### config.mk
export PLATFORM = sky130hd
export DESIGN_NAME = bcd2quad
export DESIGN_NICKNAME = d
export VERILOG_FILES = /design/src/rtl/bcd_quad_pkg.sv /design/src/rtl/edge_tick.sv /design/src/rtl/bcd2quad.sv
export SDC_FILE = /design/constraint.sdc
export NUM_CORES = 1
export LEC_CHECK = 0
export CELL_PAD_IN_SITES_DETAIL_PLACEMENT = 1
export CELL_PAD_IN_SITES_GLOBAL_PLACEMENT = 1
export CORE_MARGIN = 2
export CORE_UTILIZATION = 41
export CTS_BUF_LIST = sky130_fd_sc_hd__clkbuf_8
export DETAILED_ROUTE_END_ITERATION = 10
export DONT_BUFFER_PORTS = 1
export PLACE_DENSITY = 0.79
export SLEW_MARGIN = 20
export SYNTH_ARGS = -nofsm -noshare
export SYNTH_HDL_FRONTEND = slang
export SYNTH_SLANG_ARGS = --single-unit
### constraint.sdc
create_clock -name clk -period 4.8 [get_ports clk]
set_input_delay 0.24 -clock clk [delete_from_list [all_inputs] [get_ports clk]]
set_output_delay 0.24 -clock clk [all_outputs]
set_load 0.05 [all_outputs]
### src/rtl/bcd_quad_pkg.sv
// Shared types and BCD helpers for the quadrature encoder emulator.
// Digit arithmetic and detent direction selection live here.
package bcd_quad_pkg;

  typedef enum logic [1:0] {
    IDLE,
    STEP,
    FIN
  } state_t;

  typedef enum logic {
    CW,
    CCW
  } dir_t;

  function automatic logic bcd_valid(input logic [7:0] v);
    return (v[7:4] <= 4'd9) && (v[3:0] <= 4'd9);
  endfunction

  function automatic logic [7:0] bcd_inc(input logic [7:0] v);
    logic [3:0] t;
    logic [3:0] u;
    t = v[7:4];
    u = v[3:0];
    if (u == 4'd9) begin
      u = 4'd0;
      t = (t == 4'd9) ? 4'd0 : t + 4'd1;
    end else begin
      u = u + 4'd1;
    end
    return {t, u};
  endfunction

  function automatic logic [7:0] bcd_dec(input logic [7:0] v);
    logic [3:0] t;
    logic [3:0] u;
    t = v[7:4];
    u = v[3:0];
    if (u == 4'd0) begin
      u = 4'd9;
      t = (t == 4'd0) ? 4'd9 : t - 4'd1;
    end else begin
      u = u - 4'd1;
    end
    return {t, u};
  endfunction

  function automatic logic [6:0] bcd2bin(input logic [7:0] v);
    return ({3'd0, v[7:4]} * 7'd10) + {3'd0, v[3:0]};
  endfunction

  // Shortest way round the 00..99 dial; a half-turn tie goes CW.
  function automatic dir_t dir_of(input logic [7:0] tgt,
                                  input logic [7:0] pos);
    logic [6:0] tb;
    logic [6:0] pb;
    logic [6:0] d;
    tb = bcd2bin(tgt);
    pb = bcd2bin(pos);
    if (tb >= pb) d = tb - pb;
    else d = 7'd100 - (pb - tb);
    return (d <= 7'd50) ? CW : CCW;
  endfunction

  // Next a/b pattern for the edge leaving the given phase.
  function automatic logic [1:0] quad_ab(input dir_t dir,
                                         input logic [1:0] ph);
    logic [1:0] ab;
    unique case (ph)
      2'd0: ab = 2'b10;
      2'd1: ab = 2'b11;
      2'd2: ab = 2'b01;
      default: ab = 2'b00;
    endcase
    return (dir == CW) ? ab : {ab[0], ab[1]};
  endfunction

endpackage

### src/rtl/edge_tick.sv
// Edge pacing timer: one-cycle tick every CLKS_PER_EDGE enabled cycles.
// Held at zero while disabled so the first tick is a full period away.
module edge_tick #(
  parameter int CLKS_PER_EDGE = 5000
) (
  input  logic clk,
  input  logic reset_n,
  input  logic en,
  output logic tick
);

  localparam int W = $clog2(CLKS_PER_EDGE);
  localparam logic [W-1:0] LAST = W'(CLKS_PER_EDGE - 1);

  logic [W-1:0] cnt;

  assign tick = en && (cnt == LAST);

  always_ff @(posedge clk or negedge reset_n) begin
    if (!reset_n) begin
      cnt <= '0;
    end else if (!en || tick) begin
      cnt <= '0;
    end else begin
      cnt <= cnt + 1'b1;
    end
  end

endmodule

### src/rtl/bcd2quad.sv
// Quadrature encoder emulator: walks a/b from bcd_pos to a BCD target.
// Four Gray edges per detent; position updates on the return to ab=00.
module bcd2quad
  import bcd_quad_pkg::*;
#(
  parameter int CLKS_PER_EDGE = 5000
) (
  input  logic       clk,
  input  logic       reset_n,
  input  logic       load,
  input  logic [7:0] bcd_target,
  output logic       a,
  output logic       b,
  output logic [7:0] bcd_pos,
  output logic       busy,
  output logic       done
);

  state_t     state;
  dir_t       dir;
  logic [1:0] phase;
  logic [7:0] target;
  logic       pend;
  logic       tick;
  logic       tgt_ok;
  logic [7:0] tgt_nxt;
  logic [7:0] pos_nxt;

  assign busy = (state == STEP);
  assign done = (state == FIN);

  assign tgt_ok  = load && bcd_valid(bcd_target);
  assign tgt_nxt = tgt_ok ? bcd_target : target;
  assign pos_nxt = (dir == CW) ? bcd_inc(bcd_pos) : bcd_dec(bcd_pos);

  edge_tick #(
    .CLKS_PER_EDGE(CLKS_PER_EDGE)
  ) u_tick (
    .clk    (clk),
    .reset_n(reset_n),
    .en     (busy),
    .tick   (tick)
  );

  always_ff @(posedge clk or negedge reset_n) begin
    if (!reset_n) begin
      state   <= IDLE;
      dir     <= CW;
      phase   <= 2'd0;
      target  <= 8'h00;
      pend    <= 1'b0;
      a       <= 1'b0;
      b       <= 1'b0;
      bcd_pos <= 8'h00;
    end else begin
      unique case (state)
        IDLE: begin
          if (tgt_ok || pend) begin
            target <= tgt_nxt;
            pend   <= 1'b0;
            phase  <= 2'd0;
            if (tgt_nxt == bcd_pos) begin
              state <= FIN;
            end else begin
              state <= STEP;
              dir   <= dir_of(tgt_nxt, bcd_pos);
            end
          end
        end
        STEP: begin
          if (tgt_ok) target <= bcd_target;
          if (tick) begin
            {a, b} <= quad_ab(dir, phase);
            phase  <= phase + 2'd1;
            // Detent boundary: the only point a retarget can turn us.
            if (phase == 2'd3) begin
              bcd_pos <= pos_nxt;
              if (pos_nxt == tgt_nxt) state <= FIN;
              else dir <= dir_of(tgt_nxt, pos_nxt);
            end
          end
        end
        FIN: begin
          state <= IDLE;
          if (tgt_ok) begin
            target <= bcd_target;
            pend   <= 1'b1;
          end
        end
        default: state <= IDLE;
      endcase
    end
  end

endmodule

**Word-level counts from Yosys, hierarchy flattened**

Index checks and enable logic that the tools add are counted.

- Flip-flop bits (word level): 37
- Input port bits: 11
- Output and inout port bits: 12
- Word-level logic and storage cells: 113

- Add/subtract/negate cells: 15
- Multiply operators: 3
- Magnitude comparators: 6
- Equal/unequal tests: 17
- Muxes and demuxes: 42
- Reduce and logical (&&, ||, !) cells: 21

Operators by type and width:

| kind | count |
|---|---|
| two-way mux 7 bit | 9 |
| subtractor 7 bit | 4 |
| two-way mux 4 bit | 6 |
| two-way mux 8 bit | 3 |
| adder 7 x 4 -> 7 bit | 3 |
| multiplier 4 x 3 -> 6 bit, second input constant | 3 |
| equality test 8 bit | 2 |
| two-way mux 2 bit | 8 |
| one-hot mux 8 bit (2 select lines) | 1 |
| >= comparator 7 bit | 2 |
| less-or-equal comparator 7 x 6 -> 1 bit, second input constant | 2 |
| subtractor 7 bit, first input constant | 2 |
| adder 13 x 1 -> 13 bit, second input constant | 1 |
| equality test 13 bit, second input constant | 1 |
| two-way mux 13 bit | 1 |
| inequality test 2 bit, second input constant | 6 |
| two-way mux 1 bit | 9 |
| AND reduction 3 bit | 3 |
| adder 4 x 1 -> 4 bit, second input constant | 2 |
| equality test 4 bit, second input constant | 2 |
| less-or-equal comparator 4 bit, second input constant | 2 |
| zero test 4 bit | 2 |
| one-hot mux 2 bit (2 select lines) | 2 |
| subtractor 4 x 1 -> 4 bit, second input constant | 2 |
| 15 further kinds | 26 |

**Longest topological paths before layout**

- Depth in word-level cells: 19
- Mapped depth: 21

**By module**

A second synthesis with hierarchy kept.

- Cells, all modules: 521
- Area total of the unflattened synthesis: 4,506.8 µm²

By module, submodules not included:

| module | times used | cells each | area each (µm²) | sequential area each (µm²) |
|---|---|---|---|---|
| bcd2quad | 1 | 456 | 3,839.9 | 600.6 |
| edge_tick | 1 | 65 | 666.9 | 325.3 |

**Least setup slack after synthesis**

Ideal clock, no wire load.

- Path type: register to register
- Start: register bcd_pos[1]
- End: register dir
- Library setup time: 0.082 ns
- Arrival time: 4.672 ns
- Path slack: 0.046 ns
- Cell stages (with the launch flop): 19
- Path buffers: 0
- Cell sequence: dfrtp_1 -> inv_1 -> ha_1 -> and3b_1 -> nand4_1 -> nor4bb_1 -> inv_1 -> ha_1 -> ha_1 -> a21oi_1 -> xor2_1 -> ha_1 -> fa_1 -> o211ai_1 -> o21ai_0 -> a32oi_1 -> nand3_1 -> a311o_1 -> a31oi_1

- Cells in the longest elaborated chain, start to end: 18
- Elaborated cells between the ends (all ways): 44
- Those cells by class: 10 x add/sub; 1 x mul; 4 x order compare; 5 x eq/ne; 22 x mux; 2 x reduce/logical

RTL lines:

| element | RTL line | source |
|---|---|---|
| start, declared | bcd2quad.sv:14 | `output logic [7:0] bcd_pos,` |
| start signal, assigned | bcd2quad.sv:77 | `bcd_pos <= pos_nxt;` |
| equality test 4 bit / zero test 4 bit (equally long branches) | bcd_quad_pkg.sv:25, bcd_quad_pkg.sv:39 |  |
| two-way mux 4 bit (on tied branches) | bcd_quad_pkg.sv:25, bcd_quad_pkg.sv:39 |  |
| two-way mux 8 bit * | bcd2quad.sv:34 | `assign pos_nxt = (dir == CW) ? bcd_inc(bcd_pos) : bcd_dec(bcd_pos);` |
| net pos_nxt[6] | bcd2quad.sv:27 | `logic [7:0] pos_nxt;` |
| multiplier 4 x 3 -> 6 bit | bcd_quad_pkg.sv:49 | `return ({3'd0, v[7:4]} * 7'd10) + {3'd0, v[3:0]};` |
| adder 7 x 4 -> 7 bit | bcd_quad_pkg.sv:49 |  |
| subtractor 7 bit (2 in series) | bcd_quad_pkg.sv:61 | `else d = 7'd100 - (pb - tb);` |
| two-way mux 7 bit | bcd_quad_pkg.sv:60 | `if (tb >= pb) d = tb - pb;` |
| [2 not listed] | n/a |  |
| two-way mux 7 bit | bcd2quad.sv:72 | `if (tick) begin` |
| two-way mux 7 bit | bcd2quad.sv:56 | `unique case (state)` |
| less-or-equal comparator 7 x 6 -> 1 bit | bcd_quad_pkg.sv:62 | `return (d <= 7'd50) ? CW : CCW;` |
| two-way mux 1 bit | bcd_quad_pkg.sv:62 |  |
| two-way mux 1 bit | bcd2quad.sv:78 | `if (pos_nxt == tgt_nxt) state <= FIN;` |
| two-way mux 1 bit | bcd2quad.sv:76 | `if (phase == 2'd3) begin` |
| two-way mux 1 bit | bcd2quad.sv:72 |  |
| one-hot mux 1 bit (2 select lines) | bcd2quad.sv:56 |  |
| end signal, assigned | bcd2quad.sv:66 | `dir <= dir_of(tgt_nxt, bcd_pos);` |
| end signal, assigned | bcd2quad.sv:79 | `else dir <= dir_of(tgt_nxt, pos_nxt);` |
| end, declared | bcd2quad.sv:20 | `dir_t dir;` |

Mark *: on every way through the listed nets, which the timed path passes. The rest lies on a longest branch. The select of a mux whose other input is x is not followed.
A chain may end at the register's enable or synchronous reset.

**Worst setup path in the final report**

- Start: register bcd_pos[0]
- End: register dir

The elaborated chain is that of the path after synthesis.

==> impl_metrics.env <==
export IMPL_final_setup_violation_count=0
export IMPL_io_pins=23
export IMPL_portbufs=0
export IMPL_clk_insertion_delay_late_ns=0.30
export IMPL_post_dr_vias_cell=5.74
export IMPL_endpoint_kind="flop"
export IMPL_type_of_the_setup_path_with_the_least_slack="reg -> reg"
export IMPL_design_die_area_sq_mm=0.0117
export IMPL_wl_mm=13.9
export IMPL_gr_usage_all_layers=0.233
export IMPL_max_cap_violations=0
export IMPL_first_global_vias=4286
export IMPL_ys_top_cells_by_count="sky130_fd_sc_hd__ha_1 (59), sky130_fd_sc_hd__inv_1 (50), sky130_fd_sc_hd__dfrtp_1 (37), sky130_fd_sc_hd__nand2_1 (37), sky130_fd_sc_hd__xnor2_1 (37)"
export IMPL_postSynthRegisterBits=37
export IMPL_fmax_mhz=214
export IMPL_syn_area_sq_mm=0.00445
export IMPL_hold_path_cell_count=2
export IMPL_setup_tns_ns=0
export IMPL_finish_utilization=0.485
export IMPL_synth_avg_cell_area_sq_um=8.67
export IMPL_synth_top_area_share=0.208
export IMPL_synth_distinct_cells=68
export IMPL_detail_route_drc_violations=0
export IMPL_arrival_ns=4.90
export IMPL_drive_above_1_share=0.164
export IMPL_clock_tree_from_tritoncts="done"
export IMPL_die_w_microns=108
export IMPL_antenna_found_initial=0
export IMPL_routed_top_layer="met4"
export IMPL_finalWeightedCongestion=0.909
export IMPL_crit_path_start_kind="flop"
export IMPL_met2RoutedLength_mm=7.42
export IMPL_worst_ep_required_time_ns=5.03
export IMPL_crit_path_max_fanout=6
export IMPL_cts_buffers_inserted=5
export IMPL_r2r_slack_ns=0.13
export IMPL_slew_headroom=0.399
export IMPL_final_min_clock_period_ns=4.67
export IMPL_grt_first_pass_wirelength_mm=21.5
export IMPL_antenna_left=0
export IMPL_dpl_cell_area_sq_mm=0.00481
export IMPL_run_status="complete, no violations"
export IMPL_routed_wl_met3_microns=458
export IMPL_hold_path_endpoint="target[2]"
export IMPL_final_nets=633
export IMPL_worst_r2r_path_depth=18
export IMPL_drt_pass1_iter_count=4
export IMPL_synthTopCellsByArea="sky130_fd_sc_hd__dfrtp_1 (21%), sky130_fd_sc_hd__ha_1 (17%), sky130_fd_sc_hd__xnor2_1 (7.3%), sky130_fd_sc_hd__fa_1 (6.3%), sky130_fd_sc_hd__xor2_1 (4.3%)"
export IMPL_area_growth_from_synthesis_to_layout_pct=16.7
export IMPL_finish_instance_area_sq_mm=0.00519
export IMPL_dr_first_iter_drc_count=193
export IMPL_worst_slew_pin_slew_ns=0.890
export IMPL_yosysMostFrequentCell="sky130_fd_sc_hd__ha_1"
export IMPL_holdCritStartpoint="load"
export IMPL_total_congestion_overflow=0
export IMPL_floorplan_die_height_microns=108
export IMPL_number_of_rows_created_at_floorplan=38
export IMPL_hold_path_class="in -> reg"
export IMPL_tritoncts_num_sinks=37
export IMPL_postSynth_topFlopCell="sky130_fd_sc_hd__dfrtp_1"
export IMPL_clk_path_buf_depth=2
export IMPL_syn_inst=513
export IMPL_insertedDiodeCount=0
export IMPL_largest_net_degree_at_the_start_of_global_routing=38
export IMPL_whs_ns=0.277
export IMPL_ctsHtreeMaxLevel=2
export IMPL_maxSlewViolCount=0
export IMPL_dpl_hpwl_mm=10.4
export IMPL_finalHoldViolations=0
export IMPL_initial_core_util=0.416
export IMPL_synth_enable_flop_cells=0
export IMPL_via_count=3958
export IMPL_ys_async_sr_fraction=1.00
export IMPL_cts_root_buf="sky130_fd_sc_hd__clkbuf_8"
export IMPL_finalClockSkew_ns=0.00758
export IMPL_crit_reg_reg_startpoint="bcd_pos[0]"
export IMPL_yosysSeqAreaShare=0.208
export IMPL_finalCritPeriodShare=0.974
export IMPL_yosys_warnings=0
export IMPL_wl_per_cell_microns=20.2
export IMPL_worst_setup_hold_path_clk_slew_ns=0.09
export IMPL_crit_reg2reg_capture="dir"
export IMPL_wirelength_met1_mm=5.56
export IMPL_design_core_area_sq_mm=0.0107
export IMPL_most_area_hungry_cell_type_in_the_yosys_netlist="sky130_fd_sc_hd__dfrtp_1"
export IMPL_synth_fp_nets=597
[layout make-up]
class	instances	area, sq um
fillers	1281	5510
clock inverters	3	68.8
flip-flops and latches	37	926
well taps	140	175
multi-input cells	410	3400
repair buffers	45	360
inverters	50	188
clock buffers	5	68.8
[routing by layer]
| metal | up-vias | GRT usage |
|---|---|---|
| met4 | 0 | 0.0751 |
| met2 | 95 | 0.442 |
| li1 | 1866 | - |
| met5 | - | 0 |
| met3 | 35 | 0.0319 |
| met1 | 1962 | 0.269 |
[kinds of logic after synthesis]
logic type | count (synthesis) | share of synthesized area
multiplexers | 11 | 0.0298
AO/OA/AOI/OAI | 122 | 0.177
adder cells (fa/ha/maj) | 73 | 0.229
buffers and inverters | 66 | 0.0563
XOR/XNOR | 62 | 0.132
flip-flops | 37 | 0.208
AND/OR/NAND/NOR | 142 | 0.167
[sequential cells by signal (all words and copies together) (netlist names)]
name        flops
target          8
u_tick.cnt     13
dir             1
b               1
phase           2
state           2
bcd_pos         8
a               1
pend            1
[worst max-delay path by stage]
stage                             start   to  slack (ns)  cells past startpoint
after global routing         bcd_pos[1]  dir       -0.05                     19
after global placement    bcd_target[2]  dir        0.11                     17
after detailed placement  bcd_target[2]  dir       -0.08                     17
after CTS                    bcd_pos[1]  dir        0.02                     19
after floorplan              bcd_pos[1]  dir        0.05                     18
final                        bcd_pos[0]  dir        0.13                     18
[worst max-delay path: stages, from the launching register on]
cell and delay (ns):
sky130_fd_sc_hd__dfrtp_1 0.41, sky130_fd_sc_hd__inv_2 0.07, sky130_fd_sc_hd__ha_2 0.18, sky130_fd_sc_hd__buf_6 0.12, sky130_fd_sc_hd__or3b_4 0.41, sky130_fd_sc_hd__mux4_2 0.56
sky130_fd_sc_hd__inv_1 0.13, sky130_fd_sc_hd__ha_1 0.24, sky130_fd_sc_hd__ha_1 0.34, sky130_fd_sc_hd__a21oi_1 0.22, sky130_fd_sc_hd__xor2_1 0.21, sky130_fd_sc_hd__ha_2 0.25
sky130_fd_sc_hd__fa_2 0.49, sky130_fd_sc_hd__nand3b_1 0.11, sky130_fd_sc_hd__o21ai_0 0.13, sky130_fd_sc_hd__o21ai_1 0.20, sky130_fd_sc_hd__nand3_1 0.09, sky130_fd_sc_hd__a311o_1 0.32
sky130_fd_sc_hd__a31oi_1 0.12
[placed cells by master, fill, tap and decap left out, drive strengths merged, types with 3 or more instances in the layout]
| cell | instances |
|---|---|
| a21o | 10 |
| a21oi | 28 |
| a31oi | 13 |
| and2 | 4 |
| and3 | 3 |
| buf | 44 |
| clkbuf | 5 |
| dfrtp | 37 |
| fa | 14 |
| ha | 59 |
| inv | 51 |
| mux2 | 5 |
| mux2i | 5 |
| nand2 | 37 |
| nand2b | 7 |
| nand3 | 21 |
| nand3b | 3 |
| nand4 | 5 |
| nor2 | 32 |
| nor3 | 6 |
| nor3b | 4 |
| nor4b | 4 |
| o211ai | 3 |
| o21ai | 38 |
| o21bai | 4 |
| or3 | 3 |
| xnor2 | 37 |
| xor2 | 22 |
[metrics by stage]
stage                     std cells  setup WS [ns]
after floorplan                 513         0.0463
after global placement          670          0.108
after detailed placement        670        -0.0804
after CTS                       682         0.0166
after global routing            690        -0.0540
final                           690          0.126
[timing repair]
action,CTS,global route
pin swaps,1,12
buffers inserted,2,8
gates resized for setup,6,30
cloned,0,0
hold buffers,2,0
setup endpoints to repair,1,1
hold endpoints to repair,37,0
Power is left out: the tool's default activity adds up to more than one toggle a clock period on the data nets, which glitch-free logic cannot reach.
